**config.mk**
```make
export PLATFORM = sky130hd
export DESIGN_NAME = cordic_scheduler
export DESIGN_NICKNAME = d
export VERILOG_FILES = /design/src/rtl/cordic_scheduler.sv
export SDC_FILE = /design/constraint.sdc
export NUM_CORES = 1
export LEC_CHECK = 0
export BUFFER_PORTS_ARGS = -buffer_cell sky130_fd_sc_hd__buf_2
export CORE_AREA = 2 2 240 242
export CTS_BUF_LIST = sky130_fd_sc_hd__clkbuf_4 sky130_fd_sc_hd__clkbuf_8
export CTS_CLUSTER_SIZE = 25
export DETAILED_ROUTE_END_ITERATION = 8
export DIE_AREA = 0 0 242 244
export SLEW_MARGIN = 20
export SYNTH_ARGS = -nofsm -noshare
export SYNTH_HDL_FRONTEND = slang
export SYNTH_SLANG_ARGS = --single-unit
```
**constraint.sdc**
```tcl
create_clock -name clk -period 3.65 [get_ports clk]
set_input_delay 0.365 -clock clk [delete_from_list [all_inputs] [get_ports clk]]
set_output_delay 0.365 -clock clk [all_outputs]
set_load 0.1 [all_outputs]
```
**src/rtl/cordic_scheduler.sv**
```systemverilog
// -----------------------------------------------------------------------------
// cordic_scheduler
//   Shares one pipelined CORDIC rotator among N_REQ requesters. A round-robin
//   arbiter admits at most one operand set per cycle. A tag shift register
//   follows each operation through the rotator and steers its x/y result back
//   to the requester that issued it. Per-requester credit counters limit the
//   number of operations a requester may have outstanding.
//
// Ports
//   clk                   clock, all state on posedge
//   rst                   synchronous reset, active-high
//   req_valid[N_REQ]      per-requester operand valid
//   req_ready[N_REQ]      one-hot grant (0 while rst is high or nobody eligible)
//   req_x/y/z[N_REQ*W]    packed operands, requester i at [i*W +: W]
//   cordic_x0/y0/z0[W]    registered operands driven into the CORDIC
//   cordic_x/y[W]         CORDIC results, LATENCY edges after cordic_*0
//   rsp_valid[N_REQ]      one-hot single-cycle result pulse, no backpressure
//   rsp_x/y[W]            result data, valid while any rsp_valid bit is high
//   busy                  work in flight, credits held, or response pending
// -----------------------------------------------------------------------------
module cordic_scheduler #(
  parameter int N_REQ   = 4,
  parameter int W       = 32,
  parameter int LATENCY = 17,
  parameter int MAX_OUT = 4
) (
  input  logic               clk,
  input  logic               rst,
  input  logic [N_REQ-1:0]   req_valid,
  output logic [N_REQ-1:0]   req_ready,
  input  logic [N_REQ*W-1:0] req_x,
  input  logic [N_REQ*W-1:0] req_y,
  input  logic [N_REQ*W-1:0] req_z,
  output logic [W-1:0]       cordic_x0,
  output logic [W-1:0]       cordic_y0,
  output logic [W-1:0]       cordic_z0,
  input  logic [W-1:0]       cordic_x,
  input  logic [W-1:0]       cordic_y,
  output logic [N_REQ-1:0]   rsp_valid,
  output logic [W-1:0]       rsp_x,
  output logic [W-1:0]       rsp_y,
  output logic               busy
);

  localparam int IW = $clog2(N_REQ);
  localparam int CW = $clog2(MAX_OUT + 1);
  localparam logic [CW-1:0] MAX_CNT = CW'(MAX_OUT);
  localparam logic [IW-1:0] LAST_ID = IW'(N_REQ - 1);

  // Arbitration / credit state
  logic [IW-1:0]    r_ptr;
  logic [CW-1:0]    r_cnt [N_REQ];

  // Operand registers feeding the rotator
  logic [W-1:0]     r_x0, r_y0, r_z0;

  // Tag pipe. The stage-0 tag is loaded together with the operand registers;
  // the LATENCY-entry shift register behind it keeps the tail entry aligned
  // with cordic_x/y.
  logic             r_tag0_vld;
  logic [IW-1:0]    r_tag0_id;
  logic [LATENCY-1:0] r_tag_vld;
  logic [IW-1:0]    r_tag_id [LATENCY];

  // Response registers
  logic [N_REQ-1:0] r_rsp_valid;
  logic [W-1:0]     r_rsp_x, r_rsp_y;

  // Combinational arbitration results
  logic [N_REQ-1:0] w_eligible;
  logic             w_grant_vld;
  logic [IW-1:0]    w_grant_id;
  logic [N_REQ-1:0] w_grant_oh;
  logic [IW-1:0]    w_ptr_next;
  logic             w_tail_vld;
  logic [IW-1:0]    w_tail_id;
  logic [N_REQ-1:0] w_tail_oh;
  logic             w_cnt_any;

  assign w_tail_vld = r_tag_vld[LATENCY-1];
  assign w_tail_id  = r_tag_id[LATENCY-1];

  // NOTE: every signal written here gets a default before any conditional
  // assignment, so no path leaves a value unassigned and no latch is inferred.
  always_comb begin
    w_eligible  = '0;
    w_grant_vld = 1'b0;
    w_grant_id  = '0;
    w_grant_oh  = '0;
    w_tail_oh   = '0;
    w_cnt_any   = 1'b0;

    for (int i = 0; i < N_REQ; i++) begin
      w_eligible[i] = req_valid[i] && (r_cnt[i] < MAX_CNT);
      w_cnt_any     = w_cnt_any || (r_cnt[i] != '0);
    end

    // First eligible index scanning from the round-robin pointer, wrapping.
    for (int k = 0; k < N_REQ; k++) begin
      if (!w_grant_vld && w_eligible[(int'(r_ptr) + k) % N_REQ]) begin
        w_grant_vld = 1'b1;
        w_grant_id  = IW'((int'(r_ptr) + k) % N_REQ);
      end
    end

    // No handshake may complete on a reset edge.
    if (rst) begin
      w_grant_vld = 1'b0;
    end

    if (w_grant_vld) begin
      w_grant_oh[w_grant_id] = 1'b1;
    end
    if (w_tail_vld) begin
      w_tail_oh[w_tail_id] = 1'b1;
    end
  end

  // Explicit wrap keeps N_REQ values that are not a power of two correct.
  assign w_ptr_next = (w_grant_id == LAST_ID) ? '0 : w_grant_id + 1'b1;

  // NOTE: sequential state uses non-blocking assignments so every register
  // samples pre-edge values, independent of statement order.
  always_ff @(posedge clk) begin
    if (rst) begin
      r_ptr       <= '0;
      r_x0        <= '0;
      r_y0        <= '0;
      r_z0        <= '0;
      r_tag0_vld  <= 1'b0;
      r_tag_vld   <= '0;
      r_rsp_valid <= '0;
      r_rsp_x     <= '0;
      r_rsp_y     <= '0;
      for (int i = 0; i < N_REQ; i++) begin
        r_cnt[i] <= '0;
      end
    end else begin
      if (w_grant_vld) begin
        r_x0  <= req_x[int'(w_grant_id)*W +: W];
        r_y0  <= req_y[int'(w_grant_id)*W +: W];
        r_z0  <= req_z[int'(w_grant_id)*W +: W];
        r_ptr <= w_ptr_next;
      end

      r_tag0_vld <= w_grant_vld;
      r_tag_vld  <= {r_tag_vld[LATENCY-2:0], r_tag0_vld};

      r_rsp_valid <= w_tail_oh;
      if (w_tail_vld) begin
        r_rsp_x <= cordic_x;
        r_rsp_y <= cordic_y;
      end

      // A grant and a response to the same requester on one edge cancel.
      for (int i = 0; i < N_REQ; i++) begin
        if (w_grant_oh[i] && !w_tail_oh[i]) begin
          r_cnt[i] <= r_cnt[i] + 1'b1;
        end else if (!w_grant_oh[i] && w_tail_oh[i]) begin
          r_cnt[i] <= r_cnt[i] - 1'b1;
        end
      end
    end
  end

  // NOTE: the tag id pipe is payload qualified by r_tag*_vld, so it carries
  // no reset; clearing the valid bits is enough to discard in-flight work.
  always_ff @(posedge clk) begin
    r_tag0_id   <= w_grant_id;
    r_tag_id[0] <= r_tag0_id;
    for (int i = 1; i < LATENCY; i++) begin
      r_tag_id[i] <= r_tag_id[i-1];
    end
  end

  assign req_ready = w_grant_oh;
  assign cordic_x0 = r_x0;
  assign cordic_y0 = r_y0;
  assign cordic_z0 = r_z0;
  assign rsp_valid = r_rsp_valid;
  assign rsp_x     = r_rsp_x;
  assign rsp_y     = r_rsp_y;
  assign busy      = r_tag0_vld || (|r_tag_vld) || w_cnt_any || (|r_rsp_valid);

endmodule

```
**Word-level counts from Yosys, hierarchy flattened**

Memories as Yosys holds them, arrays and structs flattened.
Cells that the tools add are included.
Widths: inputs -> output; s select.

- Memories kept: 2
- Input port bits: 454
- Logic and storage cells: 159
- Output and inout bits: 169
- Bits in registers: 186
- RAM bits: 46

Memory list:

| name | depth | width | read ports | clocked after memory_dff | write ports | line | source |
|---|---|---|---|---|---|---|---|
| r_tag_id | 17 | 2 | 17 | 0 | 17 | 63 | `logic [IW-1:0] r_tag_id [LATENCY];` |
| r_cnt | 4 | 3 | 4 | 0 | 4 | 52 | `logic [CW-1:0] r_cnt [N_REQ];` |

- $lt $le $gt $ge: 12
- Equal/unequal tests: 1
- Reductions and logical operators: 43
- Add/sub/neg operators: 12
- Bitwise logic cells: 11
- Shift operators: 3
- Mux-type cells: 65

Operators by type and width:

| kind | count |
|---|---|
| $shiftx 128x8->32 | 3 |
| $mux 1 | 44 |
| $mux 3 | 8 |
| $logic_and 1x1->1 | 17 |
| $reduce_or 17->1 | 1 |
| $add 3x1->3 const B | 4 |
| $lt 3x3->1 const B | 4 |
| $lt 3x4->1 const B | 3 |
| $reduce_bool 3->1 | 4 |
| $sub 3x1->3 const B | 4 |
| $logic_not 1->1 | 11 |
| $mux 2 | 5 |
| $lt 2x3->1 const B | 3 |
| $bmux 1 s2 | 4 |
| $mux 4 | 2 |
| $or 1x1->1 | 8 |
| $logic_or 1x1->1 | 6 |
| $reduce_or 2->1 | 3 |
| $add 2x1->2 const B | 2 |
| $add 2x2->2 const B | 2 |
| $demux 1 s2 | 2 |
| $ge 2x1->1 const B | 2 |
| $reduce_or 4->1 | 1 |
| $and 1x1->1 const A | 3 |
| $eq 2x2->1 const B | 1 |

**Logic depth before layout (Yosys ltp)**

Gate-level depths: netlist of run 1.

- Depth after elaboration: 26
- Gate-level depth with buffers: 13
- Gate-level depth less buffers: 11

**Least setup slack after synthesis of run 1**

No wires, ideal clock.

- Path kind: reg-to-output
- Start point: mem r_cnt[3][2] (netlist bit)
- End point: out req_ready[0]
- Data arrival time: 2.850 ns
- Stages on the path, launching flop included: 9
- Path slack: 0.435 ns
- Required time: 3.285 ns
- Path buffers: 3
- Cells stage by stage: edfxtp_1 -> nand2b_1 -> and4_1 -> buf_2 -> nor2_2 -> nand2b_1 -> buf_4 -> buf_2 -> nor2_1

RTL lines:

| element | line | source |
|---|---|---|
| from (decl) | 52 |  |
| to (decl) | 30 | `output logic [N_REQ-1:0] req_ready,` |

==> results.yml, run 1 <==
clock_network:
  cts_max_path_buffers: 3
  clock-sinks: 232
  post_cts_buffers: 0
  htreeDepth: 2
  clk_latency_ns: 0.61
  clkTransAtPathRegs_ns: 0.06
  cts_root_buf: "clkbuf_8"
  cts_tree: "yes"
  cts_buffers: 44
layout:
  fillerInstances: 5958
  regArea_sq_um: 4770
  drive_above_1_share_pct: 42.5
  layout.cells.non_filler: 2624
  layout.nets: 2290
  multi_input_area_sq_um: 5200
  syn2layout_area_growth_pct: 57.5
floorplanning:
  die_h_um: 244
  die_w_um: 242
  start_util_pct: 18.5
  core_sq_um: 56200
  rows: 87
  dieArea_sq_um: 59000
  pin_count: 623
sta:
  max-slew-margin-rel_pct: 29.4
  finalHoldViolations: 0
  fin_hold_ws_ns: 0.0615
  fin_crit_sh_pct: 92.1
  worst_slew_pin_slew_ns: 1.06
  rsz0062_at_grt: "false"
  fin_crit_ns: 3.36
  max_freq_mhz: 297
  setup_viol: 0
  slew_violations: 0
  fin_worst_skew_ns: 0.0287
  tns_ns: 0
yosys:
  synth-seq-cells: 232
  postSynthAreaPerCell_sq_um: 9.22
  synth.cell_area_sq_um: 10400
  synthArstFlopShare_pct: 0
  synth_nets: 1590
  yosys_warnings: 0
  synthCells: 1128
  ys.flop_type: "dfxtp_1"
  ys_seq_area_share_pct: 45.8
  synth-edff-count: 12
  ys_types: 60
critical_path:
  reg2reg_slack_ns: 0.38
  cp-start-kind: "register"
  endpoint_kind: "output pin"
  worst-endpoint-required_ns: 3.28
  arrival_ns: 3.00
  path_max_fanout: 5
  critPathKind: "register to output pin"
placement:
  gp_congestion: 0.959
  hpwl_um: 31000
  dp.cells: 2435
  portBuffers: 622
pwr:
  powerDensity_nw_per_um2: 677
  p_leak_nw: 7.98
  peakVddDrop_v: 0.000457
run_status:
  status: "complete, no violations"
route:
  wl_per_cell_um: 16.5
  drt_first_pass_iters: 6
  antenna_left: 0
  vias_per_cell: 4.30
  drtIter0Drc: 704
  route.vias.total: 11300
  routed_wl_um: 43300
  route.detailed.drc: 0
worst_hold_path:
  hold_class: "primary input to register"
global_route:
  antenna_found_initial: 6
  grt_pass1_vias: 11300
  grt_overflow: 0
  grt_pass1_wl_um: 63600
  gr-usage-all-layers_pct: 13.7
  grt_start_max_net_pins: 153
run:
  maxCapViolations: 0
[where the power goes]
group,switching (mW),internal (mW),leakage (nW)
clock network,1.23,1.91,0.560
registers,0.239,2.99,1.93
logic,3.49,1.24,5.49
total,4.96,6.13,7.98
[final timing paths]
kind                                                start                          to  depth (start not counted)
worst max-delay path            r_cnt[2][2]$_SDFFCE_PN0P_                req_ready[2]                          8
worst min-delay path                          cordic_x[9]       rsp_x[9]$_SDFFE_PP0P_                          3
worst max register to register  r_cnt[2][2]$_SDFFCE_PN0P_  cordic_z0[11]$_SDFFE_PP0N_                          9
worst min register to register    r_tag_id[0][30]$_DFF_P_     r_tag_id[0][32]$_DFF_P_                          0
[sequential cells by signal, indices dropped and copies added (netlist names)]
name        flops
r_tag0_vld      1
r_ptr           2
r_cnt          12
r_tag_id       34
cordic_z0      32
r_tag0_id       2
cordic_x0      32
rsp_valid       4
rsp_y          32
rsp_x          32
r_tag_vld      17
cordic_y0      32
[through the flow]
stage	worst slack [ns]	total power, mW	area (sq um)	util [%]
floorplan	0.435	6.84	10400	-
global placement	0.844	7.80	14300	25.4
detailed placement	0.843	7.86	14300	25.4
CTS	0.228	11.2	16400	29.1
global route	0.141	11.6	16400	29.2
finish	0.287	11.1	16400	29.2
[cells in the mapped netlist, types with 6 or more instances]
cell / n / area [sq um]
nor2_1: 101 / 379
nor2b_1: 19 / 119
mux2_1: 7 / 78.8
a222oi_1: 22 / 220
dfxtp_1: 220 / 4400
edfxtp_1: 12 / 360
mux2_2: 41 / 462
nand3_1: 23 / 115
clkbuf_1: 45 / 169
buf_2: 28 / 140
a21oi_1: 111 / 556
a22oi_1: 24 / 180
inv_1: 14 / 52.6
mux2i_1: 86 / 861
mux2_4: 17 / 255
buf_4: 6 / 45.0
o21ai_1: 21 / 105
a211o_1: 54 / 473
nand2b_1: 7 / 43.8
nand2_1: 199 / 747
nor4_1: 6 / 37.5
[layer usage]
layer	routed length, um	GRT usage (%)
met1	16800	15.6
met2	20900	22.9
met3	3530	4.06
met4	2080	7.64
met5	0	0
[placed cells by master (no fill, tap or decap), types with 41 or more instances in the layout]
master / instances
dfxtp_1: 219
mux2_2: 41
a211o_1: 54
nand2_1: 199
buf_2: 621
clkbuf_8: 53
nor2_1: 100
mux2i_1: 86
dlygate4sd3_1: 103
a21oi_1: 111
[repair_timing]
| item | in CTS | in global routing |
|---|---|---|
| resized for setup | 0 | 0 |
| hold buffers | 103 | 0 |
| hold endpoints to repair | 82 | 0 |
[worst max-delay path, stage by stage (launching register included)]
cell and delay [ns]:
edfxtp_1 0.45, nand2b_1 0.25, or3b_4 0.45, o211a_4 0.18, inv_4 0.06, ha_1 0.20, nand2_1 0.11, inv_1 0.22
buf_2 0.48
[cell families after synthesis]
| kind of cell | Yosys count | share of synthesized area [%] |
|---|---|---|
| xor gates and xnor gates | 4 | 0.337 |
| DFF | 232 | 45.8 |
| adders and majority gates | 8 | 1.18 |
| and+or+nand+nor | 381 | 15.9 |
| buffers and inverters | 102 | 4.55 |
| muxes | 151 | 15.9 |
| AOI/OAI and AO/OA | 250 | 16.3 |
[cell type report]
type,count,area share [%]
well taps,756,5.78
inverters,15,0.359
flip-flops and latches,232,29.1
multi-input cells,794,31.7
repair buffers,741,26.4
diodes,5,0.0764
clock inverters,20,1.76
clock buffers,61,4.82
Power figures use the tool's default switching activity.
==> run 2, diff against run 1 <==
- CORE_AREA: 2 2 240 242 -> 2 2 244 246
- DIE_AREA: 0 0 242 244 -> 0 0 246 248
- clock period: 3.65 -> 4.25 ns (I/O delays scaled with it)
==> run 2 against run 1 <==
  * Register-to-register slack improved by 0.82 ns
  * Critical endpoint unchanged
  * Cell count shrank 1.1%
  * First-iteration DRC count shrank 16%
  * Hold slack better by 0.0088 ns
  * Utilization is 2.0 points lower
  * Critical path depth unchanged
  * Global-route usage shrank 1.0 points
==> results.yml, run 2 (synthesized netlist as in run 1, its figures left out) <==
global_route:
  gr-usage-all-layers_pct: 12.7
  grt_pass1_vias: 10300
  grt_pass1_wl_um: 59300
  antenna_found_initial: 9
  grt_start_max_net_pins: 102
  grt_overflow: 0
layout:
  layout.nets: 2240
  largest_reg_flops: 34
  syn2layout_area_growth_pct: 52.6
  final_cell_mix: "buf_2 (621), dfxtp_1 (219), nand2_1 (199)"
  drive_above_1_share_pct: 43.9
  final_common_cell: "buf_2"
  regMostFlops: "r_tag_id"
  layout.cells.non_filler: 2594
placement:
  hpwl_um: 30300
  dp.cells: 2452
  portBuffers: 622
  gp_congestion: 0.819
critical_path:
  critPathKind: "register to output pin"
  worst-endpoint-required_ns: 3.83
  reg2reg_slack_ns: 1.20
  endpoint_kind: "output pin"
  cp-start-kind: "register"
  r2r-end: "r_cnt[2][2]$_SDFFCE_PN0P_"
  r2r-start: "r_cnt[2][2]$_SDFFCE_PN0P_"
  path_max_fanout: 26
  arrival_ns: 3.35
  reg2reg_depth: 11
clock_network:
  cts_root_buf: "clkbuf_8"
  clock-sinks: 232
  cts_buffers: 45
  cts_max_path_buffers: 3
  clk_latency_ns: 0.62
  cts_tree: "yes"
  htreeDepth: 2
  clkTransAtPathRegs_ns: 0.06
route:
  drt_first_pass_iters: 5
  drtIter0Drc: 588
  vias_per_cell: 4.17
  route.detailed.drc: 0
  antenna_left: 0
  wl_per_cell_um: 16.2
  routed_wl_um: 41900
  route.vias.total: 10800
floorplanning:
  dieArea_sq_um: 61000
  core_sq_um: 58500
  die_w_um: 246
  pin_count: 623
  die_h_um: 248
  start_util_pct: 17.8
  rows: 89
worst_hold_path:
  whs_path_depth: 3
  hp-start: "cordic_x[21]"
  min_to: "rsp_x[21]$_SDFFE_PP0P_"
  hold_class: "primary input to register"
run:
  maxCapViolations: 0
sta:
  max_freq_mhz: 265
  slew_violations: 0
  rsz0062_at_grt: "false"
  finalHoldViolations: 0
  fin_hold_ws_ns: 0.0703
  max-slew-margin-rel_pct: 36.4
  worst_slew_pin_slew_ns: 0.954
  fin_crit_ns: 3.78
  fin_crit_sh_pct: 88.9
  tns_ns: 0
  fin_worst_skew_ns: 0.0318
  setup_viol: 0
pwr:
  powerDensity_nw_per_um2: 593
  peakVddDrop_v: 0.000359
  p_leak_nw: 7.75
run_status:
  status: "complete, no violations"
-- run 2: cell types whose count changed in the layout (fill, tap and decap cells not counted), sizes merged, moves of 2 or more --
cell         before  now
bufinv            7    4
clkbuf           61   70
clkinv           11    5
dlygate4sd3     103   52
inv              16   18
-- run 2: critical path, cell delays in order, from the launching register on --
cell and delay (ns):
edfxtp_1 0.46, nand2b_1 0.26, or3b_4 0.45, o211a_4 0.18, inv_4 0.41, ha_1 0.26, nand2_1 0.16, inv_1 0.14
buf_2 0.44
-- run 2: final cells by class --
type	instances	area, sq um
diodes	6	15.0
clock buffers	70	888
clock inverters	14	194
fillers	6383	42600
inverters	15	58.8
multi-input cells	794	5200
flip-flops and latches	232	4770
well taps	773	967
repair buffers	690	3780
-- run 2: worst max-delay path by stage --
stage                              start  slack [ns]      endpoint  cells past startpoint
2_1_floorplan      r_cnt[3][2]$_DFFE_PP_        0.98  req_ready[0]                      8
3_3_place_gp                req_valid[1]        1.09  req_ready[2]                      9
3_5_place_dp   r_cnt[2][2]$_SDFFCE_PN0P_        1.07  req_ready[2]                      8
4_1_cts        r_cnt[2][2]$_SDFFCE_PN0P_        0.38  req_ready[2]                      8
5_1_grt        r_cnt[2][2]$_SDFFCE_PN0P_        0.29  req_ready[2]                      8
6_report       r_cnt[2][2]$_SDFFCE_PN0P_        0.47  req_ready[2]                      8
-- run 2: metrics by stage --
stage          worst slack, ns  util, %  total power, mW  area, sq um
3_3_place_gp              1.09     24.4             6.75        14300
4_1_cts                  0.381     27.1             9.54        15900
5_1_grt                  0.291     27.1             9.87        15900
3_5_place_dp              1.07     24.4             6.75        14300
6_report                 0.471     27.2             9.41        15900
2_1_floorplan            0.975        -             5.88        10400
-- run 2: layer usage --
metal,up-vias,wire (um),GRT usage (%)
met5,-,29,0
met4,4,1370,5.72
met3,75,3090,3.36
met2,435,19700,20.5
met1,5005,17700,15.8
li1,5289,-,-
-- run 2: where the power goes --
part | switching, mW | leakage [nW] | internal [mW]
sequential | 0.184 | 1.93 | 2.56
combinational | 2.99 | 5.25 | 1.00
clock | 1.08 | 0.567 | 1.59
total | 4.26 | 7.75 | 5.16
-- run 2: timing repair --
action	4_1_cts	5_1_grt
gates resized for setup	0	0
hold buffers	52	0
buffers inserted	0	0
hold endpoints to repair	52	0
